**src/rtl/fetch_stage_if.sv**
```systemverilog
// ----------------------------------------------------------------------------
// fetch_stage_if
//   Bundles every non-clock, non-reset signal of the instruction-fetch stage:
//   the icache request/response pair, the control inputs from decode and
//   execute, and the registered IF/ID payload.
//
//   Signals
//     iREN          icache read request                (fetch -> icache)
//     iaddr[31:0]   icache address, always equal to pc (fetch -> icache)
//     ihit          icache hit, iload valid this cycle (icache -> fetch)
//     iload[31:0]   instruction word from icache       (icache -> fetch)
//     stall         decode latch not accepting         (pipeline -> fetch)
//     redirect      taken branch/jump resolved in EX   (pipeline -> fetch)
//     redirect_pc   redirect target                    (pipeline -> fetch)
//     halt          decode holds a HALT instruction    (pipeline -> fetch)
//     out_instr     registered instruction             (fetch -> decode)
//     out_pc_plus_4 registered pc+4 of out_instr       (fetch -> decode)
//     out_valid     out_instr is real (0 = bubble)     (fetch -> decode)
//     halted        fetch frozen by HALT               (fetch -> pipeline)
//
//   Modports
//     master : the fetch stage itself
//     slave  : the environment (icache plus the rest of the pipeline)
// ----------------------------------------------------------------------------
interface fetch_stage_if;
  logic        iREN;
  logic [31:0] iaddr;
  logic        ihit;
  logic [31:0] iload;
  logic        stall;
  logic        redirect;
  logic [31:0] redirect_pc;
  logic        halt;
  logic [31:0] out_instr;
  logic [31:0] out_pc_plus_4;
  logic        out_valid;
  logic        halted;

  modport master (
    output iREN, iaddr, out_instr, out_pc_plus_4, out_valid, halted,
    input  ihit, iload, stall, redirect, redirect_pc, halt
  );

  modport slave (
    input  iREN, iaddr, out_instr, out_pc_plus_4, out_valid, halted,
    output ihit, iload, stall, redirect, redirect_pc, halt
  );
endinterface

```
**src/rtl/fetch_stage.sv**
```systemverilog
// ----------------------------------------------------------------------------
// fetch_stage
//   Instruction-fetch stage of the 5-stage pipeline, directly upstream of the
//   decode latch. Owns the PC, issues icache reads and registers the
//   {instr, pc+4, valid} payload handed to decode.
//
//   Parameters
//     PC_INIT  PC loaded on reset (low two bits forced to zero)
//     WORD_W   instruction/address width; the design is built for 32 only
//
//   Ports
//     CLK   in   rising-edge system clock
//     RST   in   synchronous, active-high reset
//     bus   fetch_stage_if.master (see the interface file for signal list)
//
//   Operation
//     FETCH  : iREN high. A hit with decode accepting moves the word into the
//              output register and advances pc. A hit while decode stalls
//              parks the word in hold_instr and moves to HOLD. A miss while
//              decode accepts emits a bubble.
//     HOLD   : iREN low; the parked word is released once stall drops.
//     HALTED : iREN low, pc frozen, redirects ignored; only RST leaves.
//   Per-cycle priority: RST > redirect > halt > stall/ihit.
//   Outputs out_* are purely registered, so there is no combinational path
//   from ihit/iload to decode. iREN/iaddr depend on state/pc (and RST) only.
// ----------------------------------------------------------------------------
module fetch_stage #(
  parameter logic [31:0] PC_INIT = 32'h0000_0000,
  parameter int unsigned WORD_W  = 32
) (
  input  logic         CLK,
  input  logic         RST,
  fetch_stage_if.master bus
);

  typedef enum logic [1:0] {
    FETCH  = 2'b00,
    HOLD   = 2'b01,
    HALTED = 2'b10
  } state_t;

  localparam logic [WORD_W-1:0] ALIGN_MASK = ~32'h0000_0003;
  localparam logic [WORD_W-1:0] PC_STEP    = 32'h0000_0004;

  // Architectural state
  state_t            state;
  logic [WORD_W-1:0] pc;
  logic [WORD_W-1:0] hold_instr;
  logic [WORD_W-1:0] out_instr;
  logic [WORD_W-1:0] out_pc_plus_4;
  logic              out_valid;

  // Next-state values
  state_t            state_next;
  logic [WORD_W-1:0] pc_next;
  logic [WORD_W-1:0] hold_instr_next;
  logic [WORD_W-1:0] out_instr_next;
  logic [WORD_W-1:0] out_pc_plus_4_next;
  logic              out_valid_next;

  // Shared helpers
  logic [WORD_W-1:0] pc_plus_4;
  logic [WORD_W-1:0] redirect_target;

  // Sequential increment wraps modulo 2^32; redirect targets are word-aligned
  // by clearing the low two bits rather than trusting the producer.
  always_comb begin
    pc_plus_4       = pc + PC_STEP;
    redirect_target = bus.redirect_pc & ALIGN_MASK;
  end

  // Icache request and status outputs
  always_comb begin
    bus.iREN          = (state == FETCH) && !RST;
    bus.iaddr         = pc;
    bus.halted        = (state == HALTED);
    bus.out_instr     = out_instr;
    bus.out_pc_plus_4 = out_pc_plus_4;
    bus.out_valid     = out_valid;
  end

  // Next-state and payload selection
  always_comb begin
    state_next         = state;
    pc_next            = pc;
    hold_instr_next    = hold_instr;
    out_instr_next     = out_instr;
    out_pc_plus_4_next = out_pc_plus_4;
    out_valid_next     = out_valid;

    case (state)
      FETCH: begin
        if (bus.redirect) begin
          // Any same-cycle hit belongs to the wrong path and is dropped.
          pc_next         = redirect_target;
          hold_instr_next = 32'h0000_0000;
          out_instr_next  = 32'h0000_0000;
          out_valid_next  = 1'b0;
          state_next      = FETCH;
        end else if (bus.halt) begin
          state_next = HALTED;
          if (!bus.stall) begin
            out_instr_next = 32'h0000_0000;
            out_valid_next = 1'b0;
          end else begin
            out_valid_next = out_valid;
          end
        end else if (bus.ihit && !bus.stall) begin
          out_instr_next     = bus.iload;
          out_pc_plus_4_next = pc_plus_4;
          out_valid_next     = 1'b1;
          pc_next            = pc_plus_4;
        end else if (bus.ihit) begin
          // Decode is busy: park the word so the icache is not re-read.
          hold_instr_next = bus.iload;
          state_next      = HOLD;
        end else if (!bus.stall) begin
          out_instr_next = 32'h0000_0000;
          out_valid_next = 1'b0;
        end else begin
          state_next = FETCH;
        end
      end

      HOLD: begin
        if (bus.redirect) begin
          // The parked word is on the wrong path; it never reaches decode.
          pc_next         = redirect_target;
          hold_instr_next = 32'h0000_0000;
          out_instr_next  = 32'h0000_0000;
          out_valid_next  = 1'b0;
          state_next      = FETCH;
        end else if (bus.halt) begin
          state_next = HALTED;
          if (!bus.stall) begin
            out_instr_next = 32'h0000_0000;
            out_valid_next = 1'b0;
          end else begin
            out_valid_next = out_valid;
          end
        end else if (!bus.stall) begin
          out_instr_next     = hold_instr;
          out_pc_plus_4_next = pc_plus_4;
          out_valid_next     = 1'b1;
          pc_next            = pc_plus_4;
          state_next         = FETCH;
        end else begin
          state_next = HOLD;
        end
      end

      HALTED: begin
        // Drain whatever decode still holds as soon as it accepts; clearing
        // again on later cycles is harmless because the value is already zero.
        if (!bus.stall) begin
          out_instr_next = 32'h0000_0000;
          out_valid_next = 1'b0;
        end else begin
          out_valid_next = out_valid;
        end
      end

      default: begin
        // Unreachable encoding: recover to a clean fetch with a bubble.
        state_next     = FETCH;
        out_instr_next = 32'h0000_0000;
        out_valid_next = 1'b0;
      end
    endcase
  end

  // State, PC and IF/ID payload registers
  always_ff @(posedge CLK) begin
    if (RST) begin
      state         <= FETCH;
      pc            <= PC_INIT & ALIGN_MASK;
      hold_instr    <= 32'h0000_0000;
      out_instr     <= 32'h0000_0000;
      out_pc_plus_4 <= 32'h0000_0000;
      out_valid     <= 1'b0;
    end else begin
      state         <= state_next;
      pc            <= pc_next;
      hold_instr    <= hold_instr_next;
      out_instr     <= out_instr_next;
      out_pc_plus_4 <= out_pc_plus_4_next;
      out_valid     <= out_valid_next;
    end
  end

endmodule
```
**src/flat_wrapper.sv**
```systemverilog
// flat-port wrapper written by rule: the top's interface ports become plain ports
module fetch_stage_flat 
#(
  parameter logic [31:0] PC_INIT = 32'h0000_0000,
  parameter int unsigned WORD_W  = 32
)
  (CLK, RST, bus_iREN, bus_iaddr, bus_out_instr, bus_out_pc_plus_4, bus_out_valid, bus_halted, bus_ihit, bus_iload, bus_stall, bus_redirect, bus_redirect_pc, bus_halt);
  fetch_stage_if bus_i ();
  input  logic CLK;
  input  logic RST;
  output wire logic [$bits(bus_i.iREN)-1:0] bus_iREN;
  output wire logic [$bits(bus_i.iaddr)-1:0] bus_iaddr;
  output wire logic [$bits(bus_i.out_instr)-1:0] bus_out_instr;
  output wire logic [$bits(bus_i.out_pc_plus_4)-1:0] bus_out_pc_plus_4;
  output wire logic [$bits(bus_i.out_valid)-1:0] bus_out_valid;
  output wire logic [$bits(bus_i.halted)-1:0] bus_halted;
  input wire logic [$bits(bus_i.ihit)-1:0] bus_ihit;
  input wire logic [$bits(bus_i.iload)-1:0] bus_iload;
  input wire logic [$bits(bus_i.stall)-1:0] bus_stall;
  input wire logic [$bits(bus_i.redirect)-1:0] bus_redirect;
  input wire logic [$bits(bus_i.redirect_pc)-1:0] bus_redirect_pc;
  input wire logic [$bits(bus_i.halt)-1:0] bus_halt;
  assign bus_iREN = bus_i.iREN;
  assign bus_iaddr = bus_i.iaddr;
  assign bus_out_instr = bus_i.out_instr;
  assign bus_out_pc_plus_4 = bus_i.out_pc_plus_4;
  assign bus_out_valid = bus_i.out_valid;
  assign bus_halted = bus_i.halted;
  assign bus_i.ihit = bus_ihit;
  assign bus_i.iload = bus_iload;
  assign bus_i.stall = bus_stall;
  assign bus_i.redirect = bus_redirect;
  assign bus_i.redirect_pc = bus_redirect_pc;
  assign bus_i.halt = bus_halt;
  fetch_stage #(.PC_INIT(PC_INIT), .WORD_W(WORD_W)) u_core (.CLK(CLK), .RST(RST), .bus(bus_i));
endmodule
```
**config.mk**
```make
export PLATFORM = sky130hd
export DESIGN_NAME = fetch_stage_flat
export DESIGN_NICKNAME = d
export VERILOG_FILES = /design/src/rtl/fetch_stage_if.sv /design/src/rtl/fetch_stage.sv /design/src/flat_wrapper.sv
export SDC_FILE = /design/constraint.sdc
export NUM_CORES = 1
export LEC_CHECK = 0
export ABC_AREA = 1
export BUFFER_PORTS_ARGS = -buffer_cell sky130_fd_sc_hd__clkbuf_2
export CAP_MARGIN = 15
export CORE_ASPECT_RATIO = 0.5
export CORE_MARGIN = 4
export CORE_UTILIZATION = 45
export CTS_CLUSTER_DIAMETER = 200
export CTS_CLUSTER_SIZE = 20
export DETAILED_ROUTE_END_ITERATION = 16
export PLACE_DENSITY = 0.75
export SYNTH_ARGS = -nofsm -noshare
export SYNTH_HDL_FRONTEND = slang
export SYNTH_SLANG_ARGS = --single-unit
```
**constraint.sdc**
```tcl
create_clock -name CLK -period 1.9 [get_ports CLK]
set_input_delay 0.285 -clock CLK [delete_from_list [all_inputs] [get_ports CLK]]
set_output_delay 0.285 -clock CLK [all_outputs]
set_load 0.01 [all_outputs]
```
==> results.yml, run 1 <==
outcome:
  status: "complete, no violations"
detailed_routing:
  first_pass_iters: 5
  routed_wl_um: 21100
  maxUsedRoutingLayer: "met4"
  wl_met2_um: 9880
  drtAntennaViolNets: 0
  vias_per_cell: 5.29
  vias: 7357
  routedWlPerCell_um: 15.1
  wl_met1_um: 9590
  drc: 0
  drt_iter0_markers: 609
  wl_met3_um: 1330
global_routing:
  grt-ovfl-total: 0
  grt_pass1_wl_um: 34200
  grt_max_degree: 39
  antenna_found_initial: 0
  grtUsageTotal_pct: 23.9
  grt_pass1_vias: 6805
setup_path:
  cp_slowest_cell: "dfxtp_1"
  critPathMaxStageDelay_ns: 0.39
  worstPathArrival_ns: 1.54
  r2r_end: "u_core.bus.out_pc_plus_4[20]"
  r2r_setup_slack_ns: 0.09
  start_kind: "flip-flop"
  critical_path_class: "flip-flop to primary output"
  crit_chain: "inv_2 > nand2_1 > clkinvlp_4 > clkbuf_2"
  crit_buf_inv: 3
  path_delay_family: "buffers and inverters"
  crit_required_ns: 1.62
  crit_cells: 4
  cp_max_fo: 12
  r2r_start: "u_core.bus.iaddr[3]"
  ff2ff_path_depth: 10
  critPathCaptureType: "primary output"
die:
  coreArea_um2: 14700
  die_area_um2: 17300
  io_pins: 169
  start_util_pct: 46.6
  fp.dieW_um: 182
  rows: 31
  dieHeight_um: 95.1
layout:
  nets: 1252
  areaGrowthSynthToFinish_pct: 24.7
  drive_gt1_share_pct: 22.7
  n_antenna_cell: 0
  nFillCells: 1404
sta:
  min_period_over_period_pct: 95.9
  timing.fmax_mhz: 549
  post-route-min-period_ns: 1.82
  maxSlewHeadroom_pct: 62.5
  setup_violations: 0
  slew_viol_final: 0
  worst_pin_slew_ns: 0.561
  setup_tns_ns: 0
  hold_viol: 0
  skew_ns: 0.0141
power_and_ir_drop:
  ir_drop_mv: 0.666
  powerDensity_nw_per_um2: 899
  p_leak_nw: 3.84
  switching_share_pct: 28.6
  p_sw_mw: 2.19
  internal-power_mw: 5.46
  power_frac_seq_pct: 39.0
  total_power_mw: 7.65
  clkPwrFrac_pct: 46.1
  share_comb_of_total_power_pct: 14.8
clock_tree:
  cts-buffers-inserted: 17
  cts-root-buf: "clkbuf_16"
  cts.sinks: 127
  h-tree-depth: 4
  insertion_delay_ns: 0.42
  clkSlewWorstSetupHoldPaths_ns: 0.06
  cts_buffer_depth: 2
  tritoncts: "built"
  post_cts_buffers: 0
synthesis:
  synth-seq-cells: 127
  synth_warnings: 0
  seq_area_frac_synth_pct: 37.2
  syn_inst: 1033
  syn_area_um2: 6830
  syn_avg_cell_area_um2: 6.61
  ys_types: 34
min_path:
  worstHoldPathCells: 3
  holdPathEnd: "u_core.hold_instr[19]"
  hp-start: "bus_iload[19]"
  hp-class: "input port to flip-flop"
place:
  port_buffers: 162
  dpl.hpwl_um: 14600
  place_congestion: 0.941
job:
  maxCapViolCount: 0
## sequential cells by signal, indices dropped and copies added (netlist names)
register and cells:
u_core.state 2, u_core.bus.out_instr 32, u_core.hold_instr 32, u_core.bus.out_valid 1, u_core.bus.out_pc_plus_4 30, u_core.bus.iaddr 30
## timing repair
item	in CTS	in global routing
resized for setup	1	4
hold buffers	0	0
endpoints found under the setup margin	1	8
## layer usage
layer | vias to the layer above | global-route usage (%)
li1 | 3672 | -
met1 | 3390 | 32.5
met2 | 264 | 40.0
met3 | 31 | 4.08
met4 | 0 | 5.87
met5 | - | 0
## worst register-to-register path, cell delays in order, from the launching register on
cell     delay [ns]
dfxtp_1        0.42
ha_1           0.25
nand3_1        0.13
nor2_1         0.25
nand2_1        0.13
inv_1          0.13
nand2_1        0.06
nand2_1        0.07
nand2_1        0.07
o21ai_1        0.13
inv_1          0.06
## worst max path at each step
stage                              startpoint                           end  slack (ns)
final                         u_core.state[0]                    bus_halted        0.08
after floorplan           u_core.bus.iaddr[2]  u_core.bus.out_pc_plus_4[22]        0.36
after detailed placement      u_core.state[1]      u_core.bus.out_instr[23]        0.02
after global routing      u_core.bus.iaddr[3]  u_core.bus.out_pc_plus_4[30]      -0.003
after global placement        u_core.state[1]      u_core.bus.out_instr[24]        0.08
after CTS                     u_core.state[1]                    bus_halted        0.03
## power groups by stage
stage               clock, mW  sequential [mW]  combinational [mW]
floorplan                   0             3.05               0.675
global placement            0             3.03                1.10
detailed placement          0             3.04                1.12
CTS                      3.57             2.98                1.13
global route             3.70             3.00                1.25
finish                   3.53             2.98                1.14
## area by class of cell
class | count | area, µm² | share of cell area (%)
clock inverters | 15 | 210 | 2.47
clock buffers | 17 | 425 | 5.00
repair buffers | 194 | 1120 | 13.1
inverters | 91 | 345 | 4.06
flip-flops and latches | 127 | 2540 | 29.9
well taps | 198 | 248 | 2.91
multi-input cells | 750 | 3630 | 42.6
## Yosys cell counts
cell / count / area, µm²
nand3_2: 3 / 30.0
a21oi_1: 162 / 811
xor2_1: 12 / 105
nor2_2: 6 / 37.5
o211ai_1: 11 / 82.6
mux2i_1: 2 / 20.0
buf_4: 12 / 90.1
nor3_1: 1 / 5.00
nor3_4: 1 / 16.3
nand4_1: 4 / 25.0
nand2_1: 270 / 1010
buf_6: 2 / 22.5
ha_1: 1 / 12.5
nand2_4: 2 / 22.5
o21ai_2: 1 / 8.76
o21a_1: 1 / 7.51
a211oi_1: 2 / 15.0
nor2_1: 96 / 360
and2_1: 2 / 12.5
buf_1: 4 / 15.0
dfxtp_1: 127 / 2540
inv_1: 85 / 319
clkbuf_1: 27 / 101
inv_2: 6 / 22.5
conb_1: 1 / 3.75
nand3b_1: 5 / 37.5
o21ai_1: 32 / 160
o21ai_4: 1 / 16.3
nand2_2: 5 / 31.3
nand3_1: 74 / 370
a211oi_2: 17 / 213
xnor2_1: 2 / 17.5
o21ai_0: 33 / 165
buf_2: 23 / 115
## cell usage in the layout, fill, tap and decap left out, drive strengths merged
cell type / count
a211oi: 19
a21oi: 162
and2: 2
buf: 33
bufinv: 4
clkbuf: 178
clkinv: 6
clkinvlp: 3
conb: 4
dfxtp: 127
ha: 1
inv: 93
mux2i: 2
nand2: 277
nand3: 77
nand3b: 5
nand4: 4
nor2: 102
nor3: 2
o211ai: 11
o21a: 1
o21ai: 67
xnor2: 2
xor2: 12
## through the flow
stage          setup WS (ns)  utilization [%]  std cells  hold slack (ns)  instance area [µm²]
3_5_place_dp          0.0204             53.6       1360            0.452                 7860
4_1_cts               0.0286             58.0       1392            0.136                 8500
2_1_floorplan          0.358                -       1036            0.437                 6840
3_3_place_gp          0.0776             53.6       1360            0.446                 7860
6_report              0.0785             58.1       1392            0.146                 8510
5_1_grt             -0.00275             58.1       1392            0.144                 8510
## logic make-up (layout without fill, tap and decap cells)
logic type	after synthesis	count (layout)	share of synthesized area (%)
other	1	4	0.0549
AOI/OAI and AO/OA	260	260	21.7
xor gates and xnor gates	14	14	1.80
DFF	127	127	37.2
and+or+nand+nor	469	469	28.7
adders and majority gates	1	1	0.183
buffers and inverters	159	317	10.0
muxes	2	2	0.293
Note: power is estimated with default switching activity, not from simulation.
==> run 2, diff against run 1 <==
==> constraint.sdc (replaced) <==
create_clock -name CLK -period 2.05 [get_ports CLK]
set_input_delay 0.41 -clock CLK [delete_from_list [all_inputs] [get_ports CLK]]
set_output_delay 0.41 -clock CLK [all_outputs]
set_load 0.01 [all_outputs]
==> run 2 against run 1 <==
Effect of this change: register-to-register slack improved by 0.14 ns; via count down 0.94%; largest power group unchanged; combinational power fell by 8%.
==> results.yml, run 2 (synthesis gave the netlist of run 1 again) <==
outcome:
  status: "complete, no violations"
job:
  maxCapViolCount: 0
die:
  die_area_um2: 17300
  rows: 31
  coreArea_um2: 14700
  fp.dieW_um: 182
  dieHeight_um: 95.1
  start_util_pct: 46.6
  io_pins: 169
sta:
  maxSlewHeadroom_pct: 61.5
  hold_viol: 0
  worst_pin_slew_ns: 0.577
  timing.hold.ws_ns: 0.270
  post-route-min-period_ns: 1.89
  setup_violations: 0
  slew_viol_final: 0
  skew_ns: 0.0129
  layout_setup_ws_ns: 0.163
  timing.fmax_mhz: 530
  min_period_over_period_pct: 92.1
  grt_setup_unrepaired: "false"
  setup_tns_ns: 0
min_path:
  hp-class: "input port to flip-flop"
  hp-start: "bus_iload[19]"
  worstHoldPathCells: 3
  holdPathEnd: "u_core.hold_instr[19]"
global_routing:
  grt_pass1_wl_um: 33800
  grtUsageTotal_pct: 23.7
  grt_max_degree: 41
  grt-ovfl-total: 0
  grt_pass1_vias: 6894
  antenna_found_initial: 0
detailed_routing:
  drtAntennaViolNets: 0
  vias_per_cell: 5.24
  drc: 0
  first_pass_iters: 5
  vias: 7288
  drt_iter0_markers: 575
  routedWlPerCell_um: 14.8
  routed_wl_um: 20600
clock_tree:
  post_cts_buffers: 0
  cts.sinks: 127
  cts-root-buf: "clkbuf_16"
  h-tree-depth: 4
  cts-buffers-inserted: 17
  cts_buffer_depth: 2
  clkSlewWorstSetupHoldPaths_ns: 0.06
  cts_resized: 0
  insertion_delay_ns: 0.41
  tritoncts: "built"
  hold_buffers: 0
setup_path:
  r2r_end: "u_core.bus.iaddr[14]"
  crit_required_ns: 1.64
  critical_path_class: "flip-flop to primary output"
  r2r_setup_slack_ns: 0.23
  ff2ff_path_depth: 8
  cp_max_fo: 8
  start_kind: "flip-flop"
  r2r_start: "u_core.bus.iaddr[3]"
  critPathCaptureType: "primary output"
  worstPathArrival_ns: 1.48
place:
  dpl.cell_count: 1358
  place_congestion: 0.900
  port_buffers: 162
  placed_cell_area_um2: 7830
  dpl_worst_slack_ns: 0.158
  dpl.hpwl_um: 14500
layout:
  final_cell_area_um2: 8460
  stdcell_count: 1390
  largestRegisters: "u_core.bus.out_instr (32), u_core.hold_instr (32)"
  nets: 1250
  areaGrowthSynthToFinish_pct: 23.9
  utilization_pct: 57.7
  drive_gt1_share_pct: 22.5
  n_antenna_cell: 0
  mostFrequentLayoutCells: "nand2_1, a21oi_1, clkbuf_2"
  final_common_cell: "nand2_1"
power_and_ir_drop:
  ir_drop_mv: 0.628
  powerDensity_nw_per_um2: 826
  total_power_mw: 6.98
  p_leak_nw: 3.82
## run 2: how the worst max path moves through the flow
stage / from / to
5_1_grt: u_core.bus.iaddr[3] / u_core.bus.out_pc_plus_4[30]
2_1_floorplan: bus_redirect / u_core.bus.out_pc_plus_4[17]
3_5_place_dp: u_core.state[1] / u_core.bus.out_instr[21]
4_1_cts: u_core.state[1] / u_core.bus.out_instr[24]
3_3_place_gp: bus_redirect / u_core.bus.out_instr[19]
6_report: u_core.state[1] / bus_halted
## run 2: where the power goes
part           total (mW)  switching, mW  internal [mW]
clock network        3.18           1.21           1.97
registers            2.76          0.141           2.62
logic                1.05          0.661          0.384
total                6.98           2.01           4.97
## run 2: layout make-up
class,count,area (µm²)
well taps,198,248
fillers,1406,6200
clock inverters,14,180
clock buffers,18,439
flip-flops and latches,127,2540
multi-input cells,750,3620
repair buffers,192,1090
inverters,91,342
## run 2: layer usage
layer,wire (µm),track usage [%]
met2,9600,40.1
met3,1390,4.42
met4,185,6.12
met5,0,0
met1,9390,31.5
## run 2: critical path, cell delays in order, from the launching register on
cell and delay, ns:
dfxtp_1 0.49, nand2_1 0.12, inv_1 0.27, clkbuf_2 0.20
